$ cat config.mk
export PLATFORM = sky130hd
export DESIGN_NAME = lfsr_search_ctrl
export DESIGN_NICKNAME = d
export VERILOG_FILES = /design/src/rtl/lfsr_search_ctrl.sv
export SDC_FILE = /design/constraint.sdc
export NUM_CORES = 1
export LEC_CHECK = 0
export ABC_AREA = 1
export BUFFER_PORTS_ARGS = -buffer_cell sky130_fd_sc_hd__buf_4
export CORE_UTILIZATION = 53
export DETAILED_ROUTE_END_ITERATION = 16
export PLACE_DENSITY = 0.87
export SYNTH_ARGS = -nofsm -noshare
export SYNTH_HDL_FRONTEND = slang
export SYNTH_SLANG_ARGS = --single-unit
$ cat constraint.sdc
create_clock -name clk_96MHz -period 4.2 [get_ports clk_96MHz]
set_input_delay 0.42 -clock clk_96MHz [delete_from_list [all_inputs] [get_ports clk_96MHz]]
set_output_delay 0.42 -clock clk_96MHz [all_outputs]
set_load 0.005 [all_outputs]
$ cat src/rtl/lfsr_search_ctrl.sv
// Sequences a shared 17-bit LFSR through a polynomial table to locate a captured bit window.
// Optional LFSR_SEARCH_ABORT_EN adds an 'abort' input that ends a LOAD/RUN search as not-found.
module lfsr_search_ctrl #(
   parameter int NUM_POLY = 2,
   parameter int MAX_ITER = 131071,
   parameter int IDX_W    = 5
) (
   input  logic                   clk_96MHz,
   input  logic                   reset,
   input  logic [17*NUM_POLY-1:0] poly_table,
   input  logic [16:0]            start_data,
`ifdef LFSR_SEARCH_ABORT_EN
   input  logic                   abort,
`endif
   input  logic                   req_valid,
   output logic                   req_ready,
   input  logic [16:0]            req_target,
   output logic                   res_valid,
   input  logic                   res_ready,
   output logic                   res_found,
   output logic [IDX_W-1:0]       res_poly_idx,
   output logic [16:0]            res_iter,
   output logic [16:0]            lfsr_polynomial,
   output logic [16:0]            lfsr_start_data,
   output logic                   lfsr_enable,
   input  logic [16:0]            lfsr_value,
   input  logic [16:0]            lfsr_iter
);

   typedef enum logic [1:0] {IDLE, LOAD, RUN, DONE} state_t;

   state_t            state_reg, state_next;
   logic [IDX_W-1:0]  idx_reg, idx_next;
   logic [16:0]       run_cnt_reg, run_cnt_next;
   logic [16:0]       target_reg, target_next;
   logic              found_reg, found_next;
   logic [IDX_W-1:0]  poly_idx_reg, poly_idx_next;
   logic [16:0]       iter_reg, iter_next;
   logic              abort_hit;

   // Table padded to the full index range so any idx value selects a defined entry.
   logic [16:0] poly_arr [2**IDX_W];
   generate
      for (genvar gi = 0; gi < 2**IDX_W; gi++) begin : g_poly
         if (gi < NUM_POLY) begin : g_used
            assign poly_arr[gi] = poly_table[17*gi +: 17];
         end else begin : g_pad
            assign poly_arr[gi] = '0;
         end
      end
   endgenerate

`ifdef LFSR_SEARCH_ABORT_EN
   assign abort_hit = abort;
`else
   assign abort_hit = 1'b0;
`endif

   assign lfsr_polynomial = poly_arr[idx_reg];
   assign lfsr_start_data = start_data;
   assign lfsr_enable     = (state_reg == RUN);
   assign req_ready       = (state_reg == IDLE);
   assign res_valid       = (state_reg == DONE);
   assign res_found       = found_reg;
   assign res_poly_idx    = poly_idx_reg;
   assign res_iter        = iter_reg;

   always_ff @(posedge clk_96MHz) begin
      if (reset) begin
         state_reg    <= IDLE;
         idx_reg      <= '0;
         run_cnt_reg  <= '0;
         target_reg   <= '0;
         found_reg    <= 1'b0;
         poly_idx_reg <= '0;
         iter_reg     <= '0;
      end else begin
         state_reg    <= state_next;
         idx_reg      <= idx_next;
         run_cnt_reg  <= run_cnt_next;
         target_reg   <= target_next;
         found_reg    <= found_next;
         poly_idx_reg <= poly_idx_next;
         iter_reg     <= iter_next;
      end
   end

   always_comb begin
      state_next    = state_reg;
      idx_next      = idx_reg;
      run_cnt_next  = run_cnt_reg;
      target_next   = target_reg;
      found_next    = found_reg;
      poly_idx_next = poly_idx_reg;
      iter_next     = iter_reg;
      case (state_reg)
         IDLE: begin
            if (req_valid) begin
               target_next = req_target;
               idx_next    = '0;
               // The LFSR never produces zero, so a zero target cannot match.
               if (req_target == 17'd0) begin
                  state_next    = DONE;
                  found_next    = 1'b0;
                  poly_idx_next = '0;
                  iter_next     = '0;
               end else begin
                  state_next = LOAD;
               end
            end
         end
         LOAD: begin
            run_cnt_next = '0;
            if (abort_hit) begin
               state_next    = DONE;
               found_next    = 1'b0;
               poly_idx_next = '0;
               iter_next     = '0;
            end else begin
               state_next = RUN;
            end
         end
         RUN: begin
            if (abort_hit) begin
               state_next    = DONE;
               found_next    = 1'b0;
               poly_idx_next = '0;
               iter_next     = '0;
            end else if (lfsr_value == target_reg) begin
               state_next    = DONE;
               found_next    = 1'b1;
               poly_idx_next = idx_reg;
               iter_next     = lfsr_iter;
            end else if (run_cnt_reg == 17'(MAX_ITER - 1)) begin
               if (idx_reg == IDX_W'(NUM_POLY - 1)) begin
                  state_next    = DONE;
                  found_next    = 1'b0;
                  poly_idx_next = '0;
                  iter_next     = '0;
               end else begin
                  idx_next   = idx_reg + IDX_W'(1);
                  state_next = LOAD;
               end
            end else begin
               run_cnt_next = run_cnt_reg + 17'd1;
            end
         end
         DONE: begin
            if (res_ready) begin
               state_next = IDLE;
            end
         end
         default: state_next = IDLE;
      endcase
   end

endmodule

# --- Word level (Yosys, flattened, before mapping) ---
# Cells that the tools add are included.
word_totals:
  output_inout_bits: 60
  regBits: 64
  wordCells: 71
  input_bits: 106
op_classes:
  eq_ne: 15
  reduce_logical: 9
  add_sub_neg: 2
  n_mux: 36
  n_lt_le_gt_ge: 1
  n_bitwise: 1
op_table:
  columns: ["cell", "n"]
  rows:
  - ["2-to-1 mux 17 bit", 9]
  - ["binary-select mux 17 bit (select 5 bit)", 1]
  - ["case mux 17 bit (2 select lines)", 2]
  - ["2-to-1 mux 5 bit", 9]
  - ["case mux 5 bit (2 select lines)", 2]
  - ["adder 17 x 1 -> 17 bit, second input constant", 1]
  - ["equality test 17 bit", 1]
  - ["equality test 17 bit, second input constant", 1]
  - ["zero test 17 bit", 1]
  - ["2-to-1 mux 2 bit", 6]
  - ["AND reduction 5 bit", 2]
  - ["inequality test 2 bit, second input constant", 4]
  - ["case mux 2 bit (4 select lines)", 1]
  - ["greater-or-equal comparator 6 bit, second input constant", 1]
  - ["inequality test 2 x 1 -> 1 bit, second input constant", 3]
  - ["inequality test 3 x 1 -> 1 bit, second input constant", 2]
  - ["inverter 5 -> 6 bit", 1]
  - ["AND reduction 3 bit", 2]
  - ["adder 5 x 1 -> 5 bit, second input constant", 1]
  - ["equality test 5 x 1 -> 1 bit, second input constant", 1]
  - ["2-to-1 mux 1 bit", 5]
  - ["equality test 2 bit, second input constant", 2]
  - ["nonzero test 2 bit", 2]
  - ["equality test 2 x 1 -> 1 bit, second input constant", 1]
  - ["other kinds (3)", 3]

# --- Longest topological paths before layout ---
depth:
  depth_word: 5
  mapped_depth: 15
  ltp_nobuf: 15

# --- Worst setup path before layout ---
# OpenSTA, ideal clock, no wires.
synth_path:
  path_kind: "input port to flip-flop"
  startpoint: "in lfsr_value[5]"
  endpoint: "reg found_reg (netlist: res_found)"
  arrival_ps: 1583
  slack_ps: 2504
  path_buffers: 1
  setup_ps: 113
  cell_stages: 10
  required_time_ps: 4087
  cell_sequence: "inv_1 or2_2 nand3_1 nor2_4 nand3_2 nand3_2 buf_1 nand4_1 nand2_1 nor2_1"
synth_via:
  elab_chain_len: 3
  elab_cells_between_ends: 6
synth_lines:
  columns: ["item", "line_no", "text"]
  rows:
  - ["start: declaration", "26", "input logic [16:0] lfsr_value,"]
  - ["equality test 17 bit *", "129", "end else if (lfsr_value == target_reg) begin"]
  - ["inequality test 3 x 1 -> 1 bit (no line) or 2-to-1 mux 1 bit (tied branches)", null, null]
  - ["AND reduction 5 bit (no line) or case mux 1 bit (2 select lines) (tied branches)", null, null]
  - ["end signal: assignment", "82", "found_reg <= found_next;"]
  - ["end: declaration", "36", "logic found_reg, found_next;"]
# Mark *: on every way between the ends. The rest lies on a longest branch, timed or not.
# A chain may end at the register's enable or synchronous reset.

# --- Worst setup path in the final report ---
layout_path:
  startpoint: "reg target_reg[6]"
  endpoint: "reg run_cnt_reg[4]"
layout_via:
  elab_chain_len: 3
layout_lines:
  columns: ["item", "line_no", "text"]
  rows:
  - ["start: declaration", "35", "logic [16:0] target_reg, target_next;"]
  - ["start signal: assignment", "81", "target_reg <= target_next;"]
  - ["equality test 17 bit", "129", null]
  - ["inequality test 2 bit (no line)", null, null]
  - ["AND reduction 3 bit (no line)", null, null]
  - ["end signal: assignment", "80", "run_cnt_reg <= run_cnt_next;"]
  - ["end: declaration", "34", "logic [16:0] run_cnt_reg, run_cnt_next;"]
# Every way passes these cells.

==> flow_summary.ini <==
[run_status]
status = completed

[logic_synthesis]
synth_top_area_share = 0.320
yosysWarnings = 0
ys_top_cells_by_count = nand2_1 (170), nor2_1 (98), dfxtp_1 (64), inv_1 (64), nand4_1 (50)
yosys.cell_types.count = 32
seq_area_frac_synth = 0.320
syn-mean-instance-area_um2 = 6.26
syn_inst = 640
ys_ff_latch = 64
yosysMostFrequentCell = nand2_1
postSynth.asyncResetShare = 0
synth_ff_type = dfxtp_1
synth_area_leaders = dfxtp_1 (32%), nand2_1 (16%), nor2_1 (9.2%)
yosysTopAreaCell = dfxtp_1
syn_area_mm2 = 0.00401
synth_edf_count = 0
synth_nets = 750

[sta]
setup_violations = 0
fin_skew_ns = 0.0125
drv_slew = 0
fin_setup_tns_ns = 0
finalCritPeriodShare = 0.688
fmax_mhz = 346
final.min_clock_period_ns = 2.89
rsz0062_at_grt = false
worstMarginPinSlew_ns = 0.915
setup_slack_ns = 1.31
slew_headroom = 0.390
hold_violations = 0

[hold_path]
whs_path_depth = 3
hold_path.class = primary input to flip-flop

[power_and_ir_drop]
vdd_ir_drop_max_uv = 205
power.leakage_nw = 2.35
powerDensity_mw_per_mm2 = 466

[cells_and_area]
n_antenna_cell = 0
utilization = 0.698
drive_above_1_share = 0.229
area_growth_pct = 27.0
design_area_mm2 = 0.00509
multiInputGateArea_mm2 = 0.00218
nNetsFinal = 846
n_fill_cell = 641
ff_latch_area_mm2 = 0.00128

[worst_setup_path]
worst_ep_required_time_ns = 4.43
cp.buffers_inverters = 2
cp_top_family = simple AND/OR/NAND/NOR gates
worstSetupStartpointType = flip-flop
cp-endpoint = run_cnt_reg[4]
worstPathArrival_ns = 3.12
reg2reg_depth = 12
worstPathMaxFanout = 23
r2r-start = target_reg[6]
slowest_stage = nor2_2
reg2reg_slack_ns = 1.31
cp-startpoint = target_reg[6]
crit_path_end_kind = flip-flop
max_stage_delay_ns = 0.70
cp_num_cells = 12
r2r_end = run_cnt_reg[4]
crit_path_frequent_cell = nand2_1
crit_type = flip-flop to flip-flop
crit_path_cell_trace = xnor2_1, nand2_1, nor2_1, nand2_1, nor2_2, nand3_2, nand2_1, inv_2, nand2_1, nand2_1, inv_1, nor2_1

[clock_tree]
cts-resized-gates = 0
cts-root-buf = clkbuf_8
cts_hold_buf = 0
cts_buffers = 9
cts_tree = done
clk_pin_slew_worst_paths_ns = 0.08
postCtsSetupBuffers = 0
clock_sinks = 64
clockBufferDepth = 2
h-tree-depth = 3
clk-insertion-delay-late_ns = 0.34

[global_routing]
antenna_found_initial = 0
grt_start_max_net_pins = 34
grt_pass1_vias = 3834
grt_pass1_wl_mm = 16.0
gr-usage-all-layers = 0.254
grt_overflow_total = 0

[place]
placed_area_mm2 = 0.00485
port_buffers = 131
place_ws_ns = 1.21
place_congestion = 0.959
hpwl_mm = 7.34

[die]
dieArea_mm2 = 0.00791
initial_core_util = 0.550
std_cell_rows = 31
io_pins = 166
core_area_mm2 = 0.00729
fp.dieW_um = 89.0
die_y_um = 89.0

[routing]
viasPerCell = 5.13
wl_mm = 10.2
drtIter0Drc = 343
num_vias = 4313
wire_per_inst_um = 12.1
drc = 0
antenna_left = 0
drtPass1Iterations = 5

[run]
maxCapViolCount = 0
[cell type report]
cell class / count / area share
multi-input combinational: 456 / 0.428
sequential: 64 / 0.252
timing repair buffer: 132 / 0.195
inverter: 73 / 0.0538
clock buffer: 9 / 0.0243
tap: 99 / 0.0243
clock inverter: 7 / 0.0236
[tightest hold or removal path, cell delays in order]
cell and delay, ns:
buf_4 0.09, o21ai_0 0.07, nor2_1 0.08
[how the worst min path moves through the flow]
stage                   startpoint        endpoint  slack [ns]
floorplan           target_reg[12]  target_reg[12]        0.44
global placement    target_reg[12]  target_reg[12]        0.44
detailed placement  target_reg[12]  target_reg[12]        0.46
CTS                  req_target[5]   target_reg[5]        0.34
global route         req_target[5]   target_reg[5]        0.36
finish               req_target[5]   target_reg[5]        0.35
[where the power goes]
group          total [W]  internal (W)  switching [W]
registers       0.000802      0.000719      0.0000828
logic           0.000926      0.000390       0.000536
clock network   0.000647      0.000395       0.000252
total            0.00237       0.00150       0.000871
[logic make-up after synthesis]
kind of cell,after synthesis,synth area share
adders and majority gates,4,0.0125
buffers and inverters,120,0.137
xor gates and xnor gates,18,0.0393
DFF,64,0.320
AOI/OAI and AO/OA,75,0.0983
and+or+nand+nor,359,0.393
[stage by stage]
stage,hold WS (ns),total power [W],std cells
floorplan,0.436,0.00142,640
global placement,0.444,0.00170,824
detailed placement,0.462,0.00173,824
CTS,0.345,0.00237,840
global route,0.360,0.00254,840
finish,0.351,0.00237,840
[layer usage]
metal,vias up,global-route usage,part of all wire
met1,1930,0.309,0.43
li1,2218,-,-
met2,154,0.455,0.50
met4,0,0.0909,0.0097
met5,-,0,0
met3,11,0.0406,0.058
[layout by cell type (no fill, tap or decap), drive strengths merged, types with 4 or more instances in the layout]
| cell | instances |
|---|---|
| nand4 | 50 |
| nor2 | 105 |
| buf | 132 |
| nand2 | 171 |
| clkinv | 5 |
| ha | 4 |
| nor3 | 5 |
| a21oi | 46 |
| inv | 71 |
| clkbuf | 9 |
| xnor2 | 6 |
| o21ai | 27 |
| nand3 | 21 |
| xor2 | 12 |
| dfxtp | 64 |
No activity file was read; power rests on OpenSTA's default activity.
